===== src/rtl/div_pkg.sv =====
// Shared constants and state encoding for the signed sequential divider.
package div_pkg;

   localparam int DIV_WIDTH  = 32;
   localparam int ITER_CNT_W = 6;

   typedef enum logic [1:0] {
      IDLE = 2'd0,
      RUN  = 2'd1,
      FIX  = 2'd2,
      DONE = 2'd3
   } div_state_e;

endpackage


===== src/rtl/adder_32_bit.sv =====
// Ripple-style binary adder with carry-in; the divider widens it by one bit
// so the partial remainder keeps its sign.
module adder_32_bit #(
   parameter int W = 32
) (
   input  logic [W-1:0] i_a,
   input  logic [W-1:0] i_b,
   input  logic         i_cin,
   output logic [W-1:0] o_sum
);

   assign o_sum = i_a + i_b + {{(W-1){1'b0}}, i_cin};

endmodule


===== src/rtl/div_32_bit.sv =====
// Signed non-restoring divider: one quotient bit per clock on operand
// magnitudes, followed by a restore/sign fix-up cycle.
module div_32_bit
   import div_pkg::*;
#(
   parameter int WIDTH = DIV_WIDTH
) (
   input  logic             clk,
   input  logic             clear_n,
   input  logic             start,
   input  logic [WIDTH-1:0] dividend,
   input  logic [WIDTH-1:0] divisor,
   output logic [WIDTH-1:0] quotient,
   output logic [WIDTH-1:0] remainder,
   output logic             busy,
   output logic             done,
   output logic             div_by_zero
);

   div_state_e              r_state;
   div_state_e              w_next;
   logic [ITER_CNT_W-1:0]   r_cnt;
   logic [WIDTH:0]          r_a;
   logic [WIDTH-1:0]        r_q;
   logic [WIDTH-1:0]        r_m;
   logic                    r_q_neg;
   logic                    r_r_neg;
   logic [WIDTH-1:0]        r_quotient;
   logic [WIDTH-1:0]        r_remainder;
   logic                    r_dbz;
   logic                    r_busy;
   logic                    r_done;

   logic                    w_div_zero;
   logic                    w_last_iter;
   logic                    w_sub;
   logic [WIDTH:0]          w_add_a;
   logic [WIDTH:0]          w_add_b;
   logic [WIDTH:0]          w_sum;
   logic [WIDTH-1:0]        w_rem_mag;
   logic [WIDTH-1:0]        w_quot_fix;
   logic [WIDTH-1:0]        w_rem_fix;

   function automatic logic [WIDTH-1:0] magnitude(input logic [WIDTH-1:0] v);
      magnitude = v[WIDTH-1] ? ({WIDTH{1'b0}} - v) : v;
   endfunction

   function automatic logic [WIDTH-1:0] apply_sign(input logic [WIDTH-1:0] v,
                                                   input logic neg);
      apply_sign = neg ? ({WIDTH{1'b0}} - v) : v;
   endfunction

   assign w_div_zero  = (divisor == {WIDTH{1'b0}});
   assign w_last_iter = (r_cnt == ITER_CNT_W'(WIDTH - 1));

   // Adder operand selection: shifted iteration in RUN, restore add in FIX
   always_comb begin
      w_add_a = {r_a[WIDTH-1:0], r_q[WIDTH-1]};
      w_sub   = ~r_a[WIDTH];
      if (r_state == FIX) begin
         w_add_a = r_a;
         w_sub   = 1'b0;
      end else begin
         w_add_a = {r_a[WIDTH-1:0], r_q[WIDTH-1]};
      end
      w_add_b = w_sub ? ~{1'b0, r_m} : {1'b0, r_m};
   end

   adder_32_bit #(
      .W (WIDTH + 1)
   ) u_adder (
      .i_a   (w_add_a),
      .i_b   (w_add_b),
      .i_cin (w_sub),
      .o_sum (w_sum)
   );

   // Restore a negative final remainder, then give both results their signs
   always_comb begin
      w_rem_mag  = r_a[WIDTH-1:0];
      if (r_a[WIDTH]) begin
         w_rem_mag = w_sum[WIDTH-1:0];
      end else begin
         w_rem_mag = r_a[WIDTH-1:0];
      end
      w_quot_fix = apply_sign(r_q, r_q_neg);
      w_rem_fix  = apply_sign(w_rem_mag, r_r_neg);
   end

   // Next-state logic
   always_comb begin
      w_next = r_state;
      case (r_state)
         IDLE: begin
            if (start) begin
               w_next = w_div_zero ? DONE : RUN;
            end else begin
               w_next = IDLE;
            end
         end
         RUN: begin
            if (w_last_iter) begin
               w_next = FIX;
            end else begin
               w_next = RUN;
            end
         end
         FIX:     w_next = DONE;
         DONE:    w_next = IDLE;
         default: w_next = IDLE;
      endcase
   end

   // State register with status flags tracking the next state
   always_ff @(posedge clk or negedge clear_n) begin
      if (!clear_n) begin
         r_state <= IDLE;
         r_busy  <= 1'b0;
         r_done  <= 1'b0;
      end else begin
         r_state <= w_next;
         r_busy  <= (w_next != IDLE);
         r_done  <= (w_next == DONE);
      end
   end

   // Datapath: operand capture, iterations and result registers
   always_ff @(posedge clk or negedge clear_n) begin
      if (!clear_n) begin
         r_cnt       <= {ITER_CNT_W{1'b0}};
         r_a         <= {(WIDTH+1){1'b0}};
         r_q         <= {WIDTH{1'b0}};
         r_m         <= {WIDTH{1'b0}};
         r_q_neg     <= 1'b0;
         r_r_neg     <= 1'b0;
         r_quotient  <= {WIDTH{1'b0}};
         r_remainder <= {WIDTH{1'b0}};
         r_dbz       <= 1'b0;
      end else begin
         case (r_state)
            IDLE: begin
               if (start && w_div_zero) begin
                  r_quotient  <= {WIDTH{1'b1}};
                  r_remainder <= dividend;
                  r_dbz       <= 1'b1;
               end else if (start) begin
                  r_cnt   <= {ITER_CNT_W{1'b0}};
                  r_a     <= {(WIDTH+1){1'b0}};
                  r_q     <= magnitude(dividend);
                  r_m     <= magnitude(divisor);
                  r_q_neg <= dividend[WIDTH-1] ^ divisor[WIDTH-1];
                  r_r_neg <= dividend[WIDTH-1];
               end else begin
                  r_cnt <= r_cnt;
               end
            end
            RUN: begin
               r_a   <= w_sum;
               r_q   <= {r_q[WIDTH-2:0], ~w_sum[WIDTH]};
               r_cnt <= r_cnt + {{(ITER_CNT_W-1){1'b0}}, 1'b1};
            end
            FIX: begin
               r_quotient  <= w_quot_fix;
               r_remainder <= w_rem_fix;
               r_dbz       <= 1'b0;
            end
            DONE: begin
               r_cnt <= r_cnt;
            end
            default: begin
               r_cnt <= {ITER_CNT_W{1'b0}};
            end
         endcase
      end
   end

   assign quotient    = r_quotient;
   assign remainder   = r_remainder;
   assign busy        = r_busy;
   assign done        = r_done;
   assign div_by_zero = r_dbz;

endmodule


===== config.mk =====
export PLATFORM = sky130hd
export DESIGN_NAME = div_32_bit
export DESIGN_NICKNAME = d
export VERILOG_FILES = /design/src/rtl/div_pkg.sv /design/src/rtl/adder_32_bit.sv /design/src/rtl/div_32_bit.sv
export SDC_FILE = /design/constraint.sdc
export NUM_CORES = 1
export LEC_CHECK = 0
export BUFFER_PORTS_ARGS = -buffer_cell sky130_fd_sc_hd__buf_2
export CAP_MARGIN = 40
export CORE_MARGIN = 4
export CORE_UTILIZATION = 50
export CTS_CLUSTER_SIZE = 28
export DETAILED_ROUTE_END_ITERATION = 8
export PLACE_DENSITY = 0.67
export REMOVE_ABC_BUFFERS = 1
export SLEW_MARGIN = 20
export SYNTH_ARGS = -nofsm -noshare
export SYNTH_HDL_FRONTEND = slang
export SYNTH_SLANG_ARGS = --single-unit

===== constraint.sdc =====
create_clock -name clk -period 7.7 [get_ports clk]
set_input_delay 1.54 -clock clk [delete_from_list [all_inputs] [get_ports clk]]
set_output_delay 1.54 -clock clk [all_outputs]
set_load 0.03 [all_outputs]

==> results of run 1 <==
-- routing by layer --
metal | track usage [%] | wire length, um | vias up
met1 | 36.6 | 17500 | 5987
met4 | 7.14 | 781 | 2
met3 | 3.33 | 2290 | 51
li1 | - | - | 6148
met2 | 42.7 | 17800 | 409
met5 | 0 | 13 | -
-- logic make-up after synthesis --
kind of cell	after synthesis
AND/OR/NAND/NOR	604
multiplexers	19
AO/OA/AOI/OAI	498
flip-flops	174
adder cells (fa/ha/maj)	37
buffers and inverters	163
XOR/XNOR	160
-- synthesized netlist by cell type, drive strengths merged, types with 21 or more instances --
| cell | n |
|---|---|
| xnor2 | 61 |
| o31ai | 34 |
| or3 | 25 |
| xor2 | 99 |
| dfrtp | 174 |
| ha | 36 |
| nor3 | 44 |
| and3 | 22 |
| buf | 37 |
| nand3 | 30 |
| a21oi | 74 |
| nand4 | 21 |
| a21o | 23 |
| a222oi | 25 |
| a31oi | 25 |
| inv | 54 |
| clkbuf | 71 |
| o21ai | 163 |
| nor2 | 94 |
| nand2 | 274 |
-- through the flow --
step	hold WS (ns)	worst slack, ns	area (um^2)	utilization, %	instances
final	0.489	2.49	14900	56.7	2066
after global routing	0.521	2.19	14900	56.7	2066
after CTS	0.489	2.51	14800	56.6	2065
after detailed placement	0.473	2.08	14300	54.4	2034
after global placement	0.455	2.14	14200	54.3	2032
after floorplan	0.454	-1.34	13000	-	1547
-- layout by cell type (no fill, tap or decap), types with 21 or more instances in the layout --
cell type / count
nand4_1: 21
xor2_1: 99
and3_1: 22
o21ai_0: 158
a21o_1: 22
o31ai_1: 33
dfrtp_1: 173
buf_2: 132
ha_1: 36
nor2_1: 91
nand2_1: 273
xnor2_1: 61
nand3_1: 29
or3_1: 23
nor3_1: 42
inv_1: 54
a31oi_1: 23
a21oi_1: 70
a222oi_1: 25
-- final cells by class --
type	instances	area share [%]
Timing Repair Buffer	153	5.74
Clock buffer	17	2.86
Clock inverter	14	1.02
Sequential cell	174	29.3
Multi-Input combinational cell	1318	56.9
Tap cell	335	2.82
Inverter	55	1.39
-- path summary, 6_finish.rpt --
| kind | slack (ns) | from | end |
|---|---|---|---|
| worst max-delay path | 2.49 | divisor[6] | r_a[31] |
| worst min-delay path | 0.49 | div_by_zero | div_by_zero |
| worst max register to register | 2.53 | r_state[1] | remainder[25] |
| worst min register to register | 0.49 | div_by_zero | div_by_zero |
| max in group asynchronous | 5.46 | clear_n | r_a[32] |
| min in group asynchronous | 1.00 | clear_n | quotient[3] |
-- worst min-delay path: stages, from the launching register on --
cell and delay, ns:
dfrtp_1 0.35, nand2_1 0.05, nand2_1 0.05
-- flip-flops by register name (all words and copies together), names as in the netlist --
register and cells:
busy 1, div_by_zero 1, done 1, quotient 32
r_a 33, r_cnt 6, r_m 32, r_q 32
r_q_neg 1, r_r_neg 1, r_state 2, remainder 32
==> summary.log, run 1 <==
INFO  route          postRouteAntennaNets=0
INFO  clocking       post_cts_buffers=0
INFO  yosys          synth.yosys.seq_area_share=32.5%
INFO  floorplanning  number_of_primary_i_o_pins=134
INFO  worst_setup_path timing.critical_path.slowest_stage_cell=or3_2
INFO  clocking       ctsHtreeMaxLevel=4
INFO  sta            max_slew.worst_pin.slew=0.802ns
INFO  sta            final-setup-viol-count=0
INFO  route          drt-vias-per-instance=6.10
INFO  floorplanning  initial_core_util=51.2%
INFO  yosys          fraction_of_synthesis_flops_using_an_asynchronous_set_or_reset_pin=100%
INFO  worst_setup_path timing.setup.critical_path_class=primary input to flip-flop
INFO  yosys          synth_compound_area_share=25.5%
INFO  worst_setup_path timing.critical_path.slowest_cell_delay=0.63ns
INFO  sta            report.final.hold_viol_count=0
INFO  sta            relSlewSlack=46.1%
INFO  worst_setup_path crit_family=simple AND/OR/NAND/NOR gates
INFO  yosys          syn-instance-count=1655
INFO  yosys          yosysWarnings=0
INFO  worst_hold_path worstHoldPathType=flip-flop to flip-flop
INFO  floorplanning  design.die.area=29500um^2
INFO  worst_setup_path worst-path-max-fanout=62
INFO  grt            grt_start_max_net_pins=91
INFO  worst_setup_path crit_path_start_kind=primary input
INFO  clocking       clk_pin_slew_worst_paths=0.07ns
INFO  final_layout   fill_cells=2448
INFO  final_layout   drive_gt1_share=13.4%
INFO  place          post-dp-hpwl=28700um
INFO  sta            final_max_slew_violation_count=0
INFO  place          io_buffer_count=133
INFO  floorplanning  die-width=172um
INFO  floorplanning  die-height=172um
INFO  yosys          synth-xor-area-share=10.4%
INFO  clocking       cts.sink_count=174
INFO  sta            rsz0062_at_grt=no
INFO  worst_setup_path worst-endpoint-arrival=5.58ns
INFO  flow_run       max_cap_violations=0
INFO  clocking       cts.repair.resized=0
INFO  grt            grt_antenna_before_repair=1
INFO  clocking       postCtsHoldBufs=0
INFO  yosys          synth.top_cells.by_area=dfrtp_1, nand2_1, xor2_1
INFO  final_layout   antenna_cells_inserted=0
INFO  status         outcome=complete, no violations
INFO  yosys          synth_top_cell_by_area=dfrtp_1
INFO  final_layout   sequential_cell_area=4360um^2
INFO  yosys          dominantRegCellSynth=dfrtp_1
INFO  route          drcViolationCount=0
INFO  grt            grt_pass1_wl=62600um
INFO  yosys          proportion_of_synthesized_area_in_mux_cells=1.45%
INFO  final_layout   multi_input_area=8460um^2
INFO  yosys          synth.lib_cells_used.distinct=96
INFO  yosys          synth-adder-area-share=3.51%
INFO  worst_setup_path end_kind=flip-flop
INFO  clocking       clkLatencyLatePin=0.43ns
INFO  place          gp_congestion=0.941
INFO  clocking       clock-root-buffer=clkbuf_16
INFO  yosys          synth_seq_cells=174
INFO  yosys          synth.top_cell.area_share=32.5%
INFO  yosys          synth_top_family_by_area=compound AO/OA/AOI/OAI gates
INFO  clocking       cts.path.max_buffers=2
INFO  worst_setup_path cp_data_required_time=8.07ns
INFO  final_layout   finalNetCount=1823
INFO  yosys          synth.cell_area=13400um^2
INFO  worst_hold_path min_delay_path_depth=2
INFO  route          drt_iter0_drc=1184
INFO  grt            grt-ovfl-total=0
INFO  worst_setup_path timing.critical_path.buf_inv=3
INFO  sta            min_tclk_post_route=5.21ns
INFO  route          via_count=12.6k
INFO  sta            final.setup_skew=0.0132ns
INFO  worst_setup_path worstRegToRegCells=16
INFO  grt            first_global_vias=11.9k
INFO  route          routed_wl=38400um
INFO  final_layout   synth_to_final_area_change=10.8%
INFO  floorplanning  core_region_area=26200um^2
INFO  clocking       clock_tree_from_tritoncts=built
INFO  sta            timing.setup.tns=0ns
INFO  sta            fin_crit_sh=67.6%
INFO  yosys          avgSynthCellArea=8.11um^2
INFO  worst_setup_path crit_path_cell_trace=buf_2 > or4_1 > nor4_1 > nor4b_1 > nand3_1 > nor4_4 > buf_4 > or3_2 > buf_4 > a22o_1
INFO  worst_setup_path path_common_cell=buf_4
INFO  route          routedWlPerCell=18.6um
INFO  sta            max_freq=192MHz
INFO  yosys          synth_simple_gate_area_share=21.7%
INFO  floorplanning  num_rows=59
INFO  clocking       cts_made_buffers=17
INFO  grt            globalRouteTotalUtil=26.1%
INFO  yosys          edff_count_synth=0
INFO  worst_setup_path worstSetupPathDepth=10
INFO  route          drt-pass1-iter-count=5
Power of run 1 is left out: the tool's default activity adds up to more than one toggle a clock period on the data nets, which glitch-free logic cannot reach.
==> run 2, diff against run 1 <==
ABC_AREA = 1   (was not set)
PLACE_DENSITY = 0.7   (was 0.67)
clock period = 4.4 ns   (was 7.7 ns; I/O delays follow)
==> summary.log, run 2 <==
INFO  floorplanning  die-height=172um
INFO  final_layout   antenna_cells_inserted=0
INFO  yosys          synth_compound_area_share=14.9%
INFO  yosys          synth-adder-area-share=3.50%
INFO  route          drt_iter0_drc=990
INFO  yosys          dominantRegCellSynth=dfrtp_1
INFO  yosys          synth.top_cells.by_count=nand2_1, inv_1, o21ai_0
INFO  route          via_count=13.4k
INFO  grt            globalRouteTotalUtil=27.4%
INFO  route          drcViolationCount=0
INFO  grt            grt_pass1_wl=64800um
INFO  grt            grt_start_max_net_pins=119
INFO  floorplanning  num_rows=59
INFO  final_layout   layout_commonest_cell=nand2_1
INFO  yosys          synth.yosys.seq_area_share=32.4%
INFO  grt            first_global_vias=12.6k
INFO  final_layout   drive_gt1_share=11.4%
INFO  yosys          syn-instance-count=2026
INFO  clocking       clock-root-buffer=clkbuf_16
INFO  yosys          synth.lib_cells_used.distinct=46
INFO  clocking       cts.repair.resized=0
INFO  final_layout   flip_flop_count_of_the_largest_register_after_layout=33
INFO  route          postRouteAntennaNets=0
INFO  clocking       cts_made_buffers=17
INFO  yosys          synth_seq_cells=174
INFO  yosys          synth-xor-area-share=8.26%
INFO  yosys          avgSynthCellArea=6.64um^2
INFO  worst_setup_path timing.setup.critical_path_class=flip-flop to flip-flop
INFO  flow_run       max_cap_violations=0
INFO  sta            max_freq=248MHz
INFO  place          detailed_place.area=14500um^2
INFO  route          drt-vias-per-instance=5.40
INFO  clocking       postCtsHoldBufs=0
INFO  status         outcome=complete, no violations
INFO  worst_setup_path worst-endpoint-arrival=4.37ns
INFO  worst_setup_path worst-path-max-fanout=30
INFO  sta            timing.setup.tns=0ns
INFO  final_layout   synth_to_final_area_change=13.1%
INFO  sta            report.final.hold_viol_count=0
INFO  floorplanning  number_of_primary_i_o_pins=134
INFO  sta            final.setup_skew=0.0140ns
INFO  yosys          yosysWarnings=0
INFO  route          routedWlPerCell=16.4um
INFO  final_layout   finalNetCount=2241
INFO  clocking       clk_pin_slew_worst_paths=0.08ns
INFO  route          routed_wl=40800um
INFO  final_layout   highest_count_cells_in_the_layout_ignoring_fill_and_taps=nand2_1, inv_1, o21ai_0, nor2_1, dfrtp_1
INFO  clocking       cts.path.max_buffers=2
INFO  worst_setup_path crit_path_start_kind=flip-flop
INFO  sta            final_max_slew_violation_count=0
INFO  route          drt-pass1-iter-count=5
INFO  yosys          edff_count_synth=0
INFO  yosys          fraction_of_synthesis_flops_using_an_asynchronous_set_or_reset_pin=100%
INFO  yosys          synth_top_family_by_area=simple AND/OR/NAND/NOR gates
INFO  place          post-dp-hpwl=31100um
INFO  floorplanning  die-width=172um
INFO  grt            grt-ovfl-total=0
INFO  sta            min_tclk_post_route=4.04ns
INFO  clocking       ctsHtreeMaxLevel=4
INFO  sta            final-setup-viol-count=0
INFO  place          io_buffer_count=133
INFO  place          gp_congestion=0.950
INFO  clocking       post_cts_buffers=0
INFO  grt            grt_antenna_before_repair=0
INFO  worst_setup_path cp_data_required_time=4.73ns
INFO  floorplanning  design.die.area=29600um^2
INFO  sta            max_slew.worst_pin.slew=0.715ns
INFO  yosys          synth_simple_gate_area_share=31.0%
INFO  floorplanning  core_region_area=26300um^2
INFO  sta            rsz0062_at_grt=no
INFO  yosys          synth.top_cell.area_share=32.4%
INFO  clocking       clkLatencyLatePin=0.43ns
INFO  final_layout   largest_register=r_a
INFO  yosys          synth.cell_area=13400um^2
INFO  sta            relSlewSlack=52.4%
INFO  yosys          synth.most_common_cell=nand2_1
INFO  worst_setup_path worst-r2r-setup-slack=0.36ns
INFO  sta            fin_crit_sh=91.8%
INFO  clocking       cts.sink_count=174
INFO  worst_hold_path worstHoldPathType=primary input to asynchronous set/reset pin
INFO  clocking       clock_tree_from_tritoncts=built
INFO  yosys          proportion_of_synthesized_area_in_mux_cells=0.0837%
INFO  yosys          synth_top_cell_by_area=dfrtp_1
INFO  floorplanning  initial_core_util=51.2%
INFO  final_layout   fin_area=15200um^2
INFO  worst_setup_path end_kind=flip-flop
INFO  yosys          synth.top_cells.by_area=dfrtp_1, nand2_1, o21ai_0
[run 2: changes by cell type in the layout (fill, tap and decap cells not counted), moves of 29 or more]
cell | previous run | this run
nand3_1 | 29 | 136
inv_1 | 54 | 266
nor2_1 | 91 | 175
o31ai_1 | 33 | 4
nand2_1 | 273 | 561
o21ai_0 | 158 | 198
[run 2: metrics by stage]
stage               util, %  hold slack, ns  std cells  setup WS, ns
finish                 57.9           0.217       2485         0.360
global route           57.9           0.186       2485       0.00556
CTS                    57.5           0.482       2482         0.132
detailed placement     55.2           0.461       2450         0.151
global placement       55.1           0.462       2449         0.306
floorplan                 -           0.453       1955        -0.961
[run 2: cells by family (layout without fill, tap and decap cells)]
| family | Yosys count | count (layout) |
|---|---|---|
| compound gates | 359 | 359 |
| mux | 1 | 1 |
| buf+inv | 345 | 469 |
| fa+ha+maj | 37 | 37 |
| flops | 174 | 174 |
| simple gates | 984 | 984 |
| xor+xnor | 126 | 126 |
[run 2: final cells by class]
type,instances,area (um^2)
fillers,2623,11100
multi-input cells,1507,7780
well taps,335,419
clock inverters,14,168
clock buffers,18,439
repair buffers,163,1020
flip-flops and latches,174,4350
inverters,274,1030
[run 2: metal layers]
metal	share of wire (%)	up-vias	global-route usage [%]
met2	47	469	45.4
met3	6.2	46	3.32
met1	45	6148	37.9
met5	0	-	0
met4	2.0	0	7.72
li1	-	6768	-
[run 2: worst paths after layout]
check / to / cells after the start / start
max: remainder[23] / 26 / r_state[1]
min: quotient[2] / 1 / clear_n
max reg2reg: remainder[23] / 26 / r_state[1]
min reg2reg: remainder[8] / 2 / remainder[8]
max in group asynchronous: r_a[27] / 2 / clear_n
min in group clk: remainder[8] / 2 / remainder[8]
[run 2: worst max-delay path: stages (launching register included)]
cell	delay [ns]
dfrtp_1	0.48
nand2_4	0.20
buf_16	0.19
nand2_2	0.08
nand2_1	0.08
nand2_1	0.07
nand2_1	0.13
inv_1	0.08
fa_1	0.41
inv_1	0.14
nand3_1	0.12
nand2_2	0.15
nand2_1	0.08
nand2_2	0.11
xor2_2	0.16
nand2_1	0.07
o21ai_1	0.24
nand3_2	0.15
nor2_4	0.17
nand2_1	0.09
nor2_2	0.16
nand3_1	0.11
nand2_2	0.11
xor2_1	0.16
nand2_1	0.06
nand2_1	0.07
nand2_1	0.05
Power of run 2 is left out for the same reason.
